--- config.mk ---
export PLATFORM = sky130hd
export DESIGN_NAME = fir_1d_5_logic_flat
export DESIGN_NICKNAME = d
export VERILOG_FILES = /design/src/rtl/fir_1d_5_logic_if.sv /design/src/rtl/fir_1d_5_logic.sv /design/src/flat_wrapper.sv
export SDC_FILE = /design/constraint.sdc
export NUM_CORES = 2
export LEC_CHECK = 0
export CAP_MARGIN = 20
export CORE_MARGIN = 1
export CORE_UTILIZATION = 50
export CTS_CLUSTER_DIAMETER = 50
export DETAILED_ROUTE_END_ITERATION = 8
export GPL_TIMING_DRIVEN = 0
export PLACE_DENSITY = 0.77
export SLEW_MARGIN = 20
export SYNTH_ARGS = -nofsm -noshare
export SYNTH_HDL_FRONTEND = slang
export SYNTH_SLANG_ARGS = --single-unit
--- constraint.sdc ---
create_clock -name CLK -period 18.3 [get_ports CLK]
set_input_delay 3.66 -clock CLK [delete_from_list [all_inputs] [get_ports CLK]]
set_output_delay 3.66 -clock CLK [all_outputs]
set_load 0.05 [all_outputs]
--- src/rtl/fir_1d_5_logic_if.sv ---
// -----------------------------------------------------------------------------
// fir_1d_5_logic_if
// Pixel-stream bundle of the 5-tap fabric FIR: the sample in (X/X_STRB), the
// tap-line tail (BCOUT) and the result/cascade outputs (Y/PCOUT/Y_STRB).
// The filter is the slave; whoever feeds pixels and consumes results is the
// master.
// -----------------------------------------------------------------------------
interface fir_1d_5_logic_if #(
   parameter int IN_WIDTH  = 12,
   parameter int OUT_WIDTH = 24
) ();

   logic [IN_WIDTH-1:0]  X;
   logic                 X_STRB;
   logic [IN_WIDTH-1:0]  BCOUT;
   logic [OUT_WIDTH-1:0] Y;
   logic [OUT_WIDTH-1:0] PCOUT;
   logic                 Y_STRB;

   modport master (
      output X,
      output X_STRB,
      input  BCOUT,
      input  Y,
      input  PCOUT,
      input  Y_STRB
   );

   modport slave (
      input  X,
      input  X_STRB,
      output BCOUT,
      output Y,
      output PCOUT,
      output Y_STRB
   );

endinterface

--- src/rtl/fir_1d_5_logic.sv ---
// -----------------------------------------------------------------------------
// fir_1d_5_logic
// 5-tap 1D FIR for 12-bit unsigned pixels with signed Q4.8 coefficients,
// built from plain fabric logic. An addend (external C or cascade PCIN) is
// folded into the last stage so one instance per image line can be chained
// into a 5x5 2D filter.
//
// Pipeline (all registers advance only on CE, RST wins over CE):
//   stage 1  tap line x0..x4 (shifts only on X_STRB)
//   stage 2  five registered products
//   stage 3  two registered partial sums (p0+p1+p2, p3+p4)
//   stage 4  final sum + addend -> Y / PCOUT
//
// Build option:
//   FIR_1D_SAT_EN  defined   : sums carried wider, Y clamps to the signed
//                              OUT_WIDTH range on overflow
//                  undefined : Y wraps modulo 2^OUT_WIDTH
// -----------------------------------------------------------------------------
module fir_1d_5_logic #(
   parameter int IN_WIDTH  = 12,
   parameter int OUT_WIDTH = 24
) (
   input  logic                 CLK,
   input  logic                 RST,
   input  logic                 CE,
   input  logic [IN_WIDTH-1:0]  H0,
   input  logic [IN_WIDTH-1:0]  H1,
   input  logic [IN_WIDTH-1:0]  H2,
   input  logic [IN_WIDTH-1:0]  H3,
   input  logic [IN_WIDTH-1:0]  H4,
   input  logic [47:0]          C,
   input  logic [47:0]          PCIN,
   input  logic [7:0]           OPMODE,
   fir_1d_5_logic_if.slave      strm
);

   // Accumulation width: the wrap build keeps exactly OUT_WIDTH bits; the
   // saturating build carries enough headroom for five products plus the
   // addend so the overflow decision sees the true sum.
`ifdef FIR_1D_SAT_EN
   localparam int ACC_W = OUT_WIDTH + 3;
`else
   localparam int ACC_W = OUT_WIDTH;
`endif

   // Signed coefficient times unsigned pixel. The pixel gets a zero MSB so it
   // stays positive; the full product is kept to OUT_WIDTH bits.
   function automatic logic signed [OUT_WIDTH-1:0] tap_product(
      input logic [IN_WIDTH-1:0] h,
      input logic [IN_WIDTH-1:0] x
   );
      logic signed [IN_WIDTH:0]     h_ext;
      logic signed [IN_WIDTH:0]     x_ext;
      logic signed [2*IN_WIDTH+1:0] full;
      h_ext = {h[IN_WIDTH-1], h};
      x_ext = {1'b0, x};
      full  = h_ext * x_ext;
      return OUT_WIDTH'(full);
   endfunction

   // Upper bits of the wide addend buses and OPMODE[7:4] carry no meaning here.
   logic unused_bits_s;
   assign unused_bits_s = &{1'b0, OPMODE[7:4], C[47:OUT_WIDTH], PCIN[47:OUT_WIDTH]};

   // Pipeline state
   logic [IN_WIDTH-1:0]         x_r [5];
   logic signed [OUT_WIDTH-1:0] p_r [5];
   logic signed [ACC_W-1:0]     psa_r;
   logic signed [ACC_W-1:0]     psb_r;
   logic [OUT_WIDTH-1:0]        y_r;
   logic [3:0]                  strb_r;

   // Combinational helpers
   logic signed [ACC_W-1:0]     sum_a_s;
   logic signed [ACC_W-1:0]     sum_b_s;
   logic signed [ACC_W-1:0]     prod_term_s;
   logic signed [ACC_W-1:0]     addend_s;
   logic signed [ACC_W-1:0]     total_s;
   logic [OUT_WIDTH-1:0]        y_next_s;

   // Stage 1: tap line, advances only when a valid sample is offered.
   always_ff @(posedge CLK) begin
      if (RST) begin
         for (int k = 0; k < 5; k++) begin
            x_r[k] <= {IN_WIDTH{1'b0}};
         end
      end else if (CE && strm.X_STRB) begin
         x_r[0] <= strm.X;
         for (int k = 1; k < 5; k++) begin
            x_r[k] <= x_r[k-1];
         end
      end
   end

   // Stage 2: one registered product per tap.
   always_ff @(posedge CLK) begin
      if (RST) begin
         for (int k = 0; k < 5; k++) begin
            p_r[k] <= {OUT_WIDTH{1'b0}};
         end
      end else if (CE) begin
         p_r[0] <= tap_product(H0, x_r[0]);
         p_r[1] <= tap_product(H1, x_r[1]);
         p_r[2] <= tap_product(H2, x_r[2]);
         p_r[3] <= tap_product(H3, x_r[3]);
         p_r[4] <= tap_product(H4, x_r[4]);
      end
   end

   // Partial sums feeding stage 3; products are sign-extended to ACC_W.
   always_comb begin
      sum_a_s = ACC_W'(p_r[0]) + ACC_W'(p_r[1]) + ACC_W'(p_r[2]);
      sum_b_s = ACC_W'(p_r[3]) + ACC_W'(p_r[4]);
   end

   // Stage 3: two registered partial sums.
   always_ff @(posedge CLK) begin
      if (RST) begin
         psa_r <= {ACC_W{1'b0}};
         psb_r <= {ACC_W{1'b0}};
      end else if (CE) begin
         psa_r <= sum_a_s;
         psb_r <= sum_b_s;
      end
   end

   // OPMODE[1:0]: product term enable (only 00 suppresses it).
   always_comb begin
      prod_term_s = {ACC_W{1'b0}};
      case (OPMODE[1:0])
         2'b00:               prod_term_s = {ACC_W{1'b0}};
         2'b01, 2'b10, 2'b11: prod_term_s = psa_r + psb_r;
         default:             prod_term_s = {ACC_W{1'b0}};
      endcase
   end

   // OPMODE[3:2]: addend select; only the low OUT_WIDTH bits are used, signed.
   always_comb begin
      addend_s = {ACC_W{1'b0}};
      case (OPMODE[3:2])
         2'b00:   addend_s = {ACC_W{1'b0}};
         2'b01:   addend_s = ACC_W'(signed'(PCIN[OUT_WIDTH-1:0]));
         2'b10:   addend_s = {ACC_W{1'b0}};
         2'b11:   addend_s = ACC_W'(signed'(C[OUT_WIDTH-1:0]));
         default: addend_s = {ACC_W{1'b0}};
      endcase
   end

   assign total_s = prod_term_s + addend_s;

   // Stage-4 result: wrap, or clamp to the signed OUT_WIDTH range when built in.
   always_comb begin
      y_next_s = total_s[OUT_WIDTH-1:0];
`ifdef FIR_1D_SAT_EN
      if (total_s[ACC_W-1:OUT_WIDTH-1] == {(ACC_W-OUT_WIDTH+1){total_s[ACC_W-1]}}) begin
         y_next_s = total_s[OUT_WIDTH-1:0];
      end else if (total_s[ACC_W-1]) begin
         y_next_s = {1'b1, {(OUT_WIDTH-1){1'b0}}};
      end else begin
         y_next_s = {1'b0, {(OUT_WIDTH-1){1'b1}}};
      end
`endif
   end

   // Stage 4: result register; the addend is sampled here, so it reaches Y
   // one CE-cycle after it changes.
   always_ff @(posedge CLK) begin
      if (RST) begin
         y_r <= {OUT_WIDTH{1'b0}};
      end else if (CE) begin
         y_r <= y_next_s;
      end
   end

   // Strobe pipeline: X_STRB delayed by the four pipeline stages.
   always_ff @(posedge CLK) begin
      if (RST) begin
         strb_r <= 4'b0000;
      end else if (CE) begin
         strb_r <= {strb_r[2:0], strm.X_STRB};
      end
   end

   assign strm.BCOUT  = x_r[4];
   assign strm.Y      = y_r;
   assign strm.PCOUT  = y_r;
   assign strm.Y_STRB = strb_r[3];

endmodule

--- src/flat_wrapper.sv ---
// flat-port wrapper written by rule: the top's interface ports become plain ports
module fir_1d_5_logic_flat 
#(
   parameter int IN_WIDTH  = 12,
   parameter int OUT_WIDTH = 24
)
  (CLK, RST, CE, H0, H1, H2, H3, H4, C, PCIN, OPMODE, strm_X, strm_X_STRB, strm_BCOUT, strm_Y, strm_PCOUT, strm_Y_STRB);
  fir_1d_5_logic_if #(.IN_WIDTH(IN_WIDTH), .OUT_WIDTH(OUT_WIDTH)) strm_i ();
  input  logic CLK;
  input  logic RST;
  input  logic CE;
  input  logic [IN_WIDTH-1:0] H0;
  input  logic [IN_WIDTH-1:0] H1;
  input  logic [IN_WIDTH-1:0] H2;
  input  logic [IN_WIDTH-1:0] H3;
  input  logic [IN_WIDTH-1:0] H4;
  input  logic [47:0] C;
  input  logic [47:0] PCIN;
  input  logic [7:0] OPMODE;
  input wire logic [$bits(strm_i.X)-1:0] strm_X;
  input wire logic [$bits(strm_i.X_STRB)-1:0] strm_X_STRB;
  output wire logic [$bits(strm_i.BCOUT)-1:0] strm_BCOUT;
  output wire logic [$bits(strm_i.Y)-1:0] strm_Y;
  output wire logic [$bits(strm_i.PCOUT)-1:0] strm_PCOUT;
  output wire logic [$bits(strm_i.Y_STRB)-1:0] strm_Y_STRB;
  assign strm_i.X = strm_X;
  assign strm_i.X_STRB = strm_X_STRB;
  assign strm_BCOUT = strm_i.BCOUT;
  assign strm_Y = strm_i.Y;
  assign strm_PCOUT = strm_i.PCOUT;
  assign strm_Y_STRB = strm_i.Y_STRB;
  fir_1d_5_logic #(.IN_WIDTH(IN_WIDTH), .OUT_WIDTH(OUT_WIDTH)) u_core (.CLK(CLK), .RST(RST), .CE(CE), .H0(H0), .H1(H1), .H2(H2), .H3(H3), .H4(H4), .C(C), .PCIN(PCIN), .OPMODE(OPMODE), .strm(strm_i));
endmodule
==> results.cfg <==
[final_layout]
ff_latch_area_mm2 = 0.00693
multiInputGateArea_mm2 = 0.0274
num_antenna_cells = 0
drive_above_1_share_pct = 2.59
most-common-layout-cells = 757 x inv_1, 532 x fa_1, 527 x nand2_1
final_common_cell = inv_1
syn2layout_area_growth_pct = 11.6
fillers = 6498
nets = 5605

[timing]
finalHoldViolCount = 0
fin_crit_sh_pct = 51.2
finalCriticalPeriod_ns = 9.36
fmax_ghz = 0.107
finalSetupTns_ns = 0
skew_ns = 0.0288
finalSetupViolations = 0
relSlewSlack_pct = 24.5
drv_slew = 0
grt_setup_unrepaired = no
tightest_slew_ns = 1.13
hold_ws_ns = 0.486

[clock_network]
numCtsBuffers = 38
htree_levels = 2
cts.path.max_buffers = 3
root_buffer = clkbuf_16
clkLatencyLatePin_ns = 0.57
clk_pin_slew_worst_paths_ns = 0.06
hold_buffers = 0
cts_resized = 0
cts_sinks = 256
cts_tree = done
post_cts_buffers = 0

[global_routing]
grt.total_usage_pct = 25.5
grt_start_max_net_pins = 77
antenna_found_initial = 0
grt_first_pass_wirelength_mm = 157
grt_remaining_overflow = 0
grt_pass1_vias = 30500

[synth]
synthCells = 4213
synth_edf_count = 180
synthFlopType = edfxtp_1
async_flop_share_pct = 0
ys_seq_elements = 256
postSynthAreaPerCell_um2 = 9.05
synth_cell_types = 68
synthesis.nets = 5376
yosys-top-cells-area = fa_1 28%, ha_1 15%, edfxtp_1 14%
seq_area_frac_synth_pct = 18.2
netlist.area_leader.share_pct = 27.9
synth_top_cell_by_area = fa_1
ys_warn_count = 0
netlist_area_mm2 = 0.0381

[routing]
dr.pass1.iters = 5
vias_per_cell = 5.41
routed_wl_mm = 96.5
drc = 0
wl_per_cell_um = 17.7
drt_iter0_markers = 1653
vias = 29400
ant_nets = 0

[power_and_ir_drop]
cellLeakagePower_nw = 20.8
pwr_density_cell_mw_per_mm2 = 119
ir_worst_vdd_v = 0.0000873

[die]
initial_core_util_pct = 50.9
die_area_mm2 = 0.0774
design.core.area_mm2 = 0.0749
io_pins = 241
die_h_um = 278
row_count = 100
die_w_um = 278

[critical_path]
startpoint_type = input port
endpoint_kind = register
cpMaxStageDelayCell = clkdlybuf4s50_1
worstPathCellList = clkdlybuf4s50_1 > clkbuf_1 > and2_1 > fa_1 > inv_1 > fa_1 > fa_1 > inv_1 > fa_1 > inv_1 > fa_1 > inv_1 > ha_1 > or2_2 > a21o_1 > a41oi_1 > o211ai_1 > a31oi_1 > o21ai_0 > xnor2_1 > nor2_1
required_ns = 18.59
crit_top_cell = fa_1
critPathMaxStageDelay_ns = 0.58
path_max_fanout = 10
worstSetupPathType = in2reg
crit_arrival_ns = 9.65

[placed_design]
hpwl_mm = 80.5
gp_congestion = 0.927
numPortBuffers = 187

[status]
status = finished, final reports clean

[worst_hold_path]
hold_class = reg2reg

[job]
maxCapViolations = 0
## registers in the layout, summed over array words and instances, names as in the netlist
name and count:
u_core.p_r 120, u_core.x_r 60, u_core.psa_r 24, u_core.psb_r 24, u_core.strm.PCOUT 24, u_core.strb_r 4
## layout make-up
type / count / share of cell area (%)
repair buffers: 189 / 4.53
multi-input cells: 2990 / 64.5
clock buffers: 44 / 2.29
clock inverters: 26 / 0.717
flip-flops and latches: 256 / 16.3
well taps: 969 / 2.85
inverters: 760 / 6.72
plain buffers: 207 / 2.15
## worst max-delay path, delay by kind of cell
kind	cells	cell delay [ns]
adder cells (fa/ha/maj)	6	2.66
buffers and inverters	6	1.25
AO/OA/AOI/OAI	5	1.21
AND/OR/NAND/NOR	3	0.60
XOR/XNOR	1	0.28
## power breakdown
part           leakage [nW]  total [mW]  internal [mW]  switching, mW
Sequential             2.59       0.889          0.784          0.104
Clock                 0.618       0.732          0.427          0.305
Combinational          17.6        3.44           1.43           2.01
## through the flow
stage / worst slack, ns / instance area [µm²] / util [%] / total power, mW / cells
after CTS: 8.98 / 42600 / 56.8 / 5.05 / 5441
after floorplan: 9.65 / 38100 / - / 3.41 / 4213
after global placement: 8.45 / 41200 / 55.0 / 4.21 / 5369
after global routing: 8.47 / 42600 / 56.8 / 5.53 / 5441
after detailed placement: 8.42 / 41300 / 55.1 / 4.28 / 5371
final: 8.94 / 42600 / 56.8 / 5.06 / 5441
## cell families after synthesis
logic type	count (synthesis)	synth area share, %
AND/OR/NAND/NOR	1359	16.9
adder cells (fa/ha/maj)	983	42.7
flip-flops	256	18.2
buffers and inverters	967	9.87
AO/OA/AOI/OAI	446	7.52
multiplexers	45	1.19
XOR/XNOR	157	3.65
## per-layer routing
metal / share of wire (%) / vias to the layer above / global-route usage, % / wire length, µm
met4: 3.8 / 0 / 9.52 / 3670
met3: 4.9 / 197 / 2.23 / 4690
met2: 50 / 874 / 45.8 / 48700
met5: 0 / - / 0 / 0
li1: - / 13700 / - / -
met1: 41 / 14600 / 31.8 / 39500
## synthesized netlist by cell type, drive strengths merged (54+ instances only)
library cell / number
xor2: 67
inv: 758
ha: 451
o21ai: 113
clkbuf: 167
dfxtp: 76
nor2: 265
and2: 265
a21oi: 118
nor2b: 54
nand2: 527
and3: 75
nand2b: 62
fa: 532
xnor2: 89
edfxtp: 180
## worst paths after layout
check                                        from           endpoint  slack, ns  cells after the start
worst max-delay path                        H3[0]  u_core.p_r[0][95]       8.94                     21
worst min-delay path              u_core.psa_r[5]    u_core.psa_r[5]       0.49                      2
worst max register to register  u_core.x_r[0][46]  u_core.p_r[0][95]      12.10                     20
worst min register to register    u_core.psa_r[5]    u_core.psa_r[5]       0.49                      2
No activity file was read; power rests on OpenSTA's default activity.
